--- src/rtl/dmem_arbiter.sv ---
// dmem_arbiter: shares one single-port data memory between requester A (CPU
// load/store) and requester B (debug/DMA). One access is in flight at a time.
// A has fixed priority. B is forced to win after MAX_WAIT consecutive A grants
// made while B was pending.
//
// Ports:
//   clk, rst_n                     clock (rising edge), async active-low reset
//   a_req/a_we/a_addr/a_wdata      requester A request; held until a_gnt
//   a_gnt                          combinational grant pulse (IDLE only)
//   a_rvalid/a_rdata               A read response, one cycle after ACCESS
//   b_*                            same set of ports for requester B
//   mem_we/mem_addr/mem_wdata      registered memory command, valid in ACCESS
//   mem_rdata                      memory read data, valid the cycle after mem_addr
//   addr_err                       pulses in ACCESS for an out-of-range access
module dmem_arbiter #(
    parameter int unsigned AWIDTH   = 32,
    parameter int unsigned DWIDTH   = 32,
    parameter int unsigned ALENGTH  = 128,
    parameter int unsigned MAX_WAIT = 4
) (
    input  logic              clk,
    input  logic              rst_n,
    input  logic              a_req,
    input  logic              a_we,
    input  logic [AWIDTH-1:0] a_addr,
    input  logic [DWIDTH-1:0] a_wdata,
    output logic              a_gnt,
    output logic              a_rvalid,
    output logic [DWIDTH-1:0] a_rdata,
    input  logic              b_req,
    input  logic              b_we,
    input  logic [AWIDTH-1:0] b_addr,
    input  logic [DWIDTH-1:0] b_wdata,
    output logic              b_gnt,
    output logic              b_rvalid,
    output logic [DWIDTH-1:0] b_rdata,
    output logic              mem_we,
    output logic [AWIDTH-1:0] mem_addr,
    output logic [DWIDTH-1:0] mem_wdata,
    input  logic [DWIDTH-1:0] mem_rdata,
    output logic              addr_err
);

    localparam int unsigned       WCW    = 4;
    localparam logic [WCW-1:0]    WMAX   = WCW'(MAX_WAIT);
    localparam logic [AWIDTH-1:0] ALIMIT = AWIDTH'(ALENGTH);

    typedef enum logic [1:0] {
        S_IDLE   = 2'd0,
        S_ACCESS = 2'd1,
        S_RESP   = 2'd2
    } state_t;

    state_t            state;
    state_t            state_nxt;
    logic [WCW-1:0]    wait_cnt;
    logic              owner_b;      // 0: A owns the access, 1: B owns it
    logic              lat_we;
    logic              lat_err;
    logic [DWIDTH-1:0] a_rdata_q;
    logic [DWIDTH-1:0] b_rdata_q;

    logic              sel_we;
    logic [AWIDTH-1:0] sel_addr;
    logic [DWIDTH-1:0] sel_wdata;
    logic              sel_oor;
    logic [DWIDTH-1:0] resp_data;

    // State register
    always_ff @(posedge clk or negedge rst_n) begin
        if (!rst_n) begin
            state <= S_IDLE;
        end else begin
            state <= state_nxt;
        end
    end

    // Next state and combinational grants
    always_comb begin
        state_nxt = state;
        a_gnt     = 1'b0;
        b_gnt     = 1'b0;
        case (state)
            S_IDLE: begin
                if (rst_n && b_req && ((wait_cnt == WMAX) || !a_req)) begin
                    b_gnt     = 1'b1;
                    state_nxt = S_ACCESS;
                end else if (rst_n && a_req) begin
                    a_gnt     = 1'b1;
                    state_nxt = S_ACCESS;
                end
            end
            S_ACCESS: state_nxt = lat_we ? S_IDLE : S_RESP;
            S_RESP:   state_nxt = S_IDLE;
            default:  state_nxt = S_IDLE;
        endcase
    end

    // Winner's request fields
    assign sel_we    = b_gnt ? b_we    : a_we;
    assign sel_addr  = b_gnt ? b_addr  : a_addr;
    assign sel_wdata = b_gnt ? b_wdata : a_wdata;
    assign sel_oor   = (sel_addr >= ALIMIT);

    // Out-of-range reads return zero instead of whatever the memory aliases to
    assign resp_data = lat_err ? '0 : mem_rdata;

    // Read data passes through in RESP (memory data only exists then), else holds
    assign a_rdata = ((state == S_RESP) && !owner_b) ? resp_data : a_rdata_q;
    assign b_rdata = ((state == S_RESP) &&  owner_b) ? resp_data : b_rdata_q;

    // Access latches, memory command, responses and starvation counter
    always_ff @(posedge clk or negedge rst_n) begin
        if (!rst_n) begin
            wait_cnt  <= '0;
            owner_b   <= 1'b0;
            lat_we    <= 1'b0;
            lat_err   <= 1'b0;
            mem_we    <= 1'b0;
            mem_addr  <= '0;
            mem_wdata <= '0;
            addr_err  <= 1'b0;
            a_rvalid  <= 1'b0;
            b_rvalid  <= 1'b0;
            a_rdata_q <= '0;
            b_rdata_q <= '0;
        end else begin
            mem_we   <= 1'b0;
            addr_err <= 1'b0;
            a_rvalid <= 1'b0;
            b_rvalid <= 1'b0;

            if (a_gnt || b_gnt) begin
                owner_b   <= b_gnt;
                lat_we    <= sel_we;
                lat_err   <= sel_oor;
                mem_addr  <= sel_addr;
                mem_wdata <= sel_wdata;
                mem_we    <= sel_we && !sel_oor;
                addr_err  <= sel_oor;
            end

            if (b_gnt) begin
                wait_cnt <= '0;
            end else if (a_gnt && b_req && (wait_cnt != WMAX)) begin
                wait_cnt <= wait_cnt + WCW'(1);
            end

            if ((state == S_ACCESS) && !lat_we) begin
                a_rvalid <= !owner_b;
                b_rvalid <= owner_b;
            end

            if (state == S_RESP) begin
                if (owner_b) begin
                    b_rdata_q <= resp_data;
                end else begin
                    a_rdata_q <= resp_data;
                end
            end
        end
    end

endmodule

--- config.mk ---
export PLATFORM = sky130hd
export DESIGN_NAME = dmem_arbiter
export DESIGN_NICKNAME = d
export VERILOG_FILES = /design/src/rtl/dmem_arbiter.sv
export SDC_FILE = /design/constraint.sdc
export NUM_CORES = 1
export LEC_CHECK = 0
export CAP_MARGIN = 25
export CORE_AREA = 2 2 126 128
export CTS_CLUSTER_SIZE = 28
export DETAILED_ROUTE_END_ITERATION = 12
export DIE_AREA = 0 0 128 130
export PLACE_DENSITY_LB_ADDON = 0.2
export SYNTH_ARGS = -nofsm -noshare
export SYNTH_HDL_FRONTEND = slang
export SYNTH_SLANG_ARGS = --single-unit
--- constraint.sdc ---
create_clock -name clk -period 1.7 [get_ports clk]
set_input_delay 0.34 -clock clk [delete_from_list [all_inputs] [get_ports clk]]
set_output_delay 0.34 -clock clk [all_outputs]
set_load 0.05 [all_outputs]
==> key figures <==
Cells and area
  • Layout cell share with drive strength beyond 1: 0.394
  • Multi-input logic area: between 3000 and 4000 sq um
  • Fin nets: roughly 1.1k
  • Fillers: slightly above 900
  • Register Area: 3530 sq um
  • Cell area after layout: about 12000 sq um
  • Non-Filler Instances: around 1.2k
  • Synth-to-Final Area Change: 105%
  • Final Util: 0.794

Run status
  • Violated checks: setup timing
  • Status: complete, but fails checks

Place
  • HPWL Detailed: roughly 15 mm
  • Placed Cells: approximately 1.1k
  • Placed Area: 10800 sq um
  • Port buffer count: roughly 300
  • Setup Slack @ Placement: -0.319 ns
  • RePlAce Congestion: 0.889

Power and ir drop
  • Sw power: 9.87 mW
  • Comb pwr share: 0.611
  • Total power: 22.3 mW
  • Sw frac: 0.443
  • Peak supply drop: between 0.001 and 0.0015 V
  • Sequential power share: 0.234
  • Lkg Pwr: around 5.3 nW
  • Power per unit of standard cell area: 1820 nW/um^2
  • Clk pwr share: 0.155
  • Internal Power: ~12 mW

Timing
  • Clk_skew: 0.00840 ns
  • Fin crit period: 2.24 ns
  • Worst rel slew slack: 0.562
  • Final Max Slew Viols: 0
  • Worst-margin pin slew: about 0.66 ns
  • Unrepaired setup endpoints after global routing: true
  • Setup Viol. Count Final: between 100 and 150
  • Hold Fails Final Rpt: 0
  • Hold Slack: just over 0.04 ns
  • Achievable Freq: approximately 0.45 GHz
  • Period Utilization, post-route: 1.32
  • Setup TNS: -43.56 ns
  • Final worst slack: -0.544 ns

Floorplan
  • Die height: approximately 130 um
  • Effective utilization at floorplan: 0.387
  • I/O pin total: 300
  • Die Wd: roughly 130 um
  • Die ar.: 16600 sq um
  • Core area: between 15000 and 20000 sq um
  • Row cnt: 46

Clock tree
  • Max clock buf depth: 2
  • Clk Latency, worst-skew pair: between 0.4 and 0.5 ns
  • Htree depth: 4
  • CTS tree: built
  • Clk sinks: around 140
  • Root buf cell: clkbuf_16
  • Clock buffer count from CTS: 17
  • Clk slew on worst S/H paths: roughly 0.060 ns

Yosys
  • Mapped Cells: roughly 600
  • Cell area after synthesis: between 5000 and 6000 sq um
  • Register area share after synthesis: 0.591
  • Synth area leader: dfrtp_1
  • Syn nets: ~770
  • Synth Area per Inst: ~10 sq um
  • Cell variety after synth: 35
  • Largest cells by area after synthesis: dfrtp_1 (59%), nand2_1 (8.4%), o21ai_0 (7.4%)
  • Synth warnings: 0
  • #FFs+latches synth: 141
  • Share of Yosys cell area claimed by the top area cell type: 0.591

Global route
  • Congestion Overflow GR: 0
  • Largest net degree at the start of global routing: 120
  • Global-route wire length before repair: around 32 mm
  • Vias in the first global route: slightly above 6k
  • GRT Total Usage: 0.254
  • Initial antenna violation count: 1

Setup path
  • CP arrival: 1.90 ns
  • Cells on worst reg2reg path: 10
  • R2R Path End: mem_addr[7]
  • Worst endpoint required time: around 1.4 ns
  • Critical path type: reg -> out
  • Crit end category: output pin
  • Setup crit start kind: flop
  • Worst reg-to-reg setup slack: -0.26 ns
  • CP max FO: 18
  • Critical R2R Launch: state[1]

Drt
  • DRT Pass-1 Iters: 4
  • Via density: slightly above 5
  • Remaining DRCs: 0
  • Drt initial violations: ~320
  • Via Count: approximately 6.1k
  • Post-DRT Antenna Nets: 0
  • WL final: 22.8 mm
  • Avg WL per Cell: 19.2 um

Run
  • Max cap viols: 0

Min path
  • HP Class: in -> async
==> layout make-up <==
class / count / area share
Timing Repair Buffer: 403 / 0.393
Sequential cell: 141 / 0.288
Multi-Input combinational cell: 409 / 0.252
Clock buffer: 18 / 0.0351
Tap cell: 192 / 0.0196
Clock inverter: 14 / 0.0100
Inverter: 4 / 0.00143
Antenna cell: 1 / 0.000204
==> what timing repair did <==
action | in CTS | in global routing
endpoints found under the setup margin | 100 | 138
endpoints found under the hold margin | 22 | 0
pin swaps | 12 | 14
buffers inserted | 12 | 7
gates resized for setup | 46 | 90
cloned | 5 | 11
hold buffers | 1 | 0
==> power by group through the flow <==
| stage | clock (mW) | sequential (mW) | combinational [mW] |
|---|---|---|---|
| 4_1_cts | 3.52 | 5.13 | 13.3 |
| 6_report | 3.46 | 5.21 | 13.6 |
| 3_3_place_gp | 0 | 5.09 | 12.8 |
| 5_1_grt | 3.67 | 5.33 | 14.1 |
| 2_1_floorplan | 0 | 6.60 | 5.66 |
| 3_5_place_dp | 0 | 5.16 | 13.1 |
==> worst max-delay path, stage by stage (launching register included) <==
cell	delay, ns
dfrtp_1	0.38
or3b_4	0.50
buf_16	0.21
nand2_1	0.14
o21ai_4	0.09
buf_12	0.16
==> how the worst max path moves through the flow <==
stage          startpoint      endpoint  slack [ns]
2_1_floorplan     owner_b   a_rdata[10]       -0.13
3_3_place_gp    b_addr[9]       lat_err       -0.30
3_5_place_dp        b_req  mem_wdata[3]       -0.32
4_1_cts          state[1]   a_rdata[14]       -0.54
5_1_grt          state[1]   a_rdata[30]       -0.62
6_report          owner_b   a_rdata[30]       -0.54
==> metal layers <==
| layer | wire [um] | global-route usage | vias to the layer above | share of wire |
|---|---|---|---|---|
| met5 | 0 | 0 | - | 0 |
| met2 | 12100 | 0.447 | 250 | 0.53 |
| met3 | 1220 | 0.0623 | 62 | 0.053 |
| met1 | 8580 | 0.289 | 2993 | 0.38 |
| li1 | - | - | 2836 | - |
| met4 | 889 | 0.133 | 0 | 0.039 |
==> cell usage in the layout, fill, tap and decap left out, types with 21 or more instances in the layout <==
master / instances
buf_12: 79
buf_4: 126
clkbuf_16: 25
clkdlybuf4s50_1: 164
dfrtp_1: 141
mux2i_1: 21
nand2_1: 97
nand2_2: 37
nand2b_1: 32
o21ai_1: 65
o21ai_4: 65
o22ai_1: 35
==> synth_stat cells, drive strengths merged <==
cell and number:
a21o 1, a21oi 1, and2 1, and4 1, and4bb 1, buf 15, clkbuf 28, dfrtp 141
ha 2, inv 4, mux2i 27, nand2 134, nand2b 32, nand3 5, nand3b 2, nand4 3
nor2 9, nor2b 1, nor3 2, nor3b 2, nor4 10, o21ai 131, o22ai 39, o31ai 1
or3b 1, xnor2 1, xor2 2
==> registers in the layout, summed over array words and instances, names as in the netlist <==
| name | count |
|---|---|
| a_rdata_q | 32 |
| lat_err | 1 |
| a_rvalid | 1 |
| mem_wdata | 32 |
| lat_we | 1 |
| mem_addr | 32 |
| owner_b | 1 |
| state | 2 |
| addr_err | 1 |
| b_rvalid | 1 |
| mem_we | 1 |
| b_rdata_q | 32 |
| wait_cnt | 4 |
==> logic make-up after synthesis <==
| kind of cell | count (synthesis) | synth area share |
|---|---|---|
| flip-flops | 141 | 0.591 |
| buffers and inverters | 47 | 0.0438 |
| multiplexers | 27 | 0.0452 |
| XOR/XNOR | 3 | 0.00440 |
| AO/OA/AOI/OAI | 173 | 0.155 |
| adder cells (fa/ha/maj) | 2 | 0.00419 |
| AND/OR/NAND/NOR | 204 | 0.156 |
Note: power is estimated with default switching activity, not from simulation.
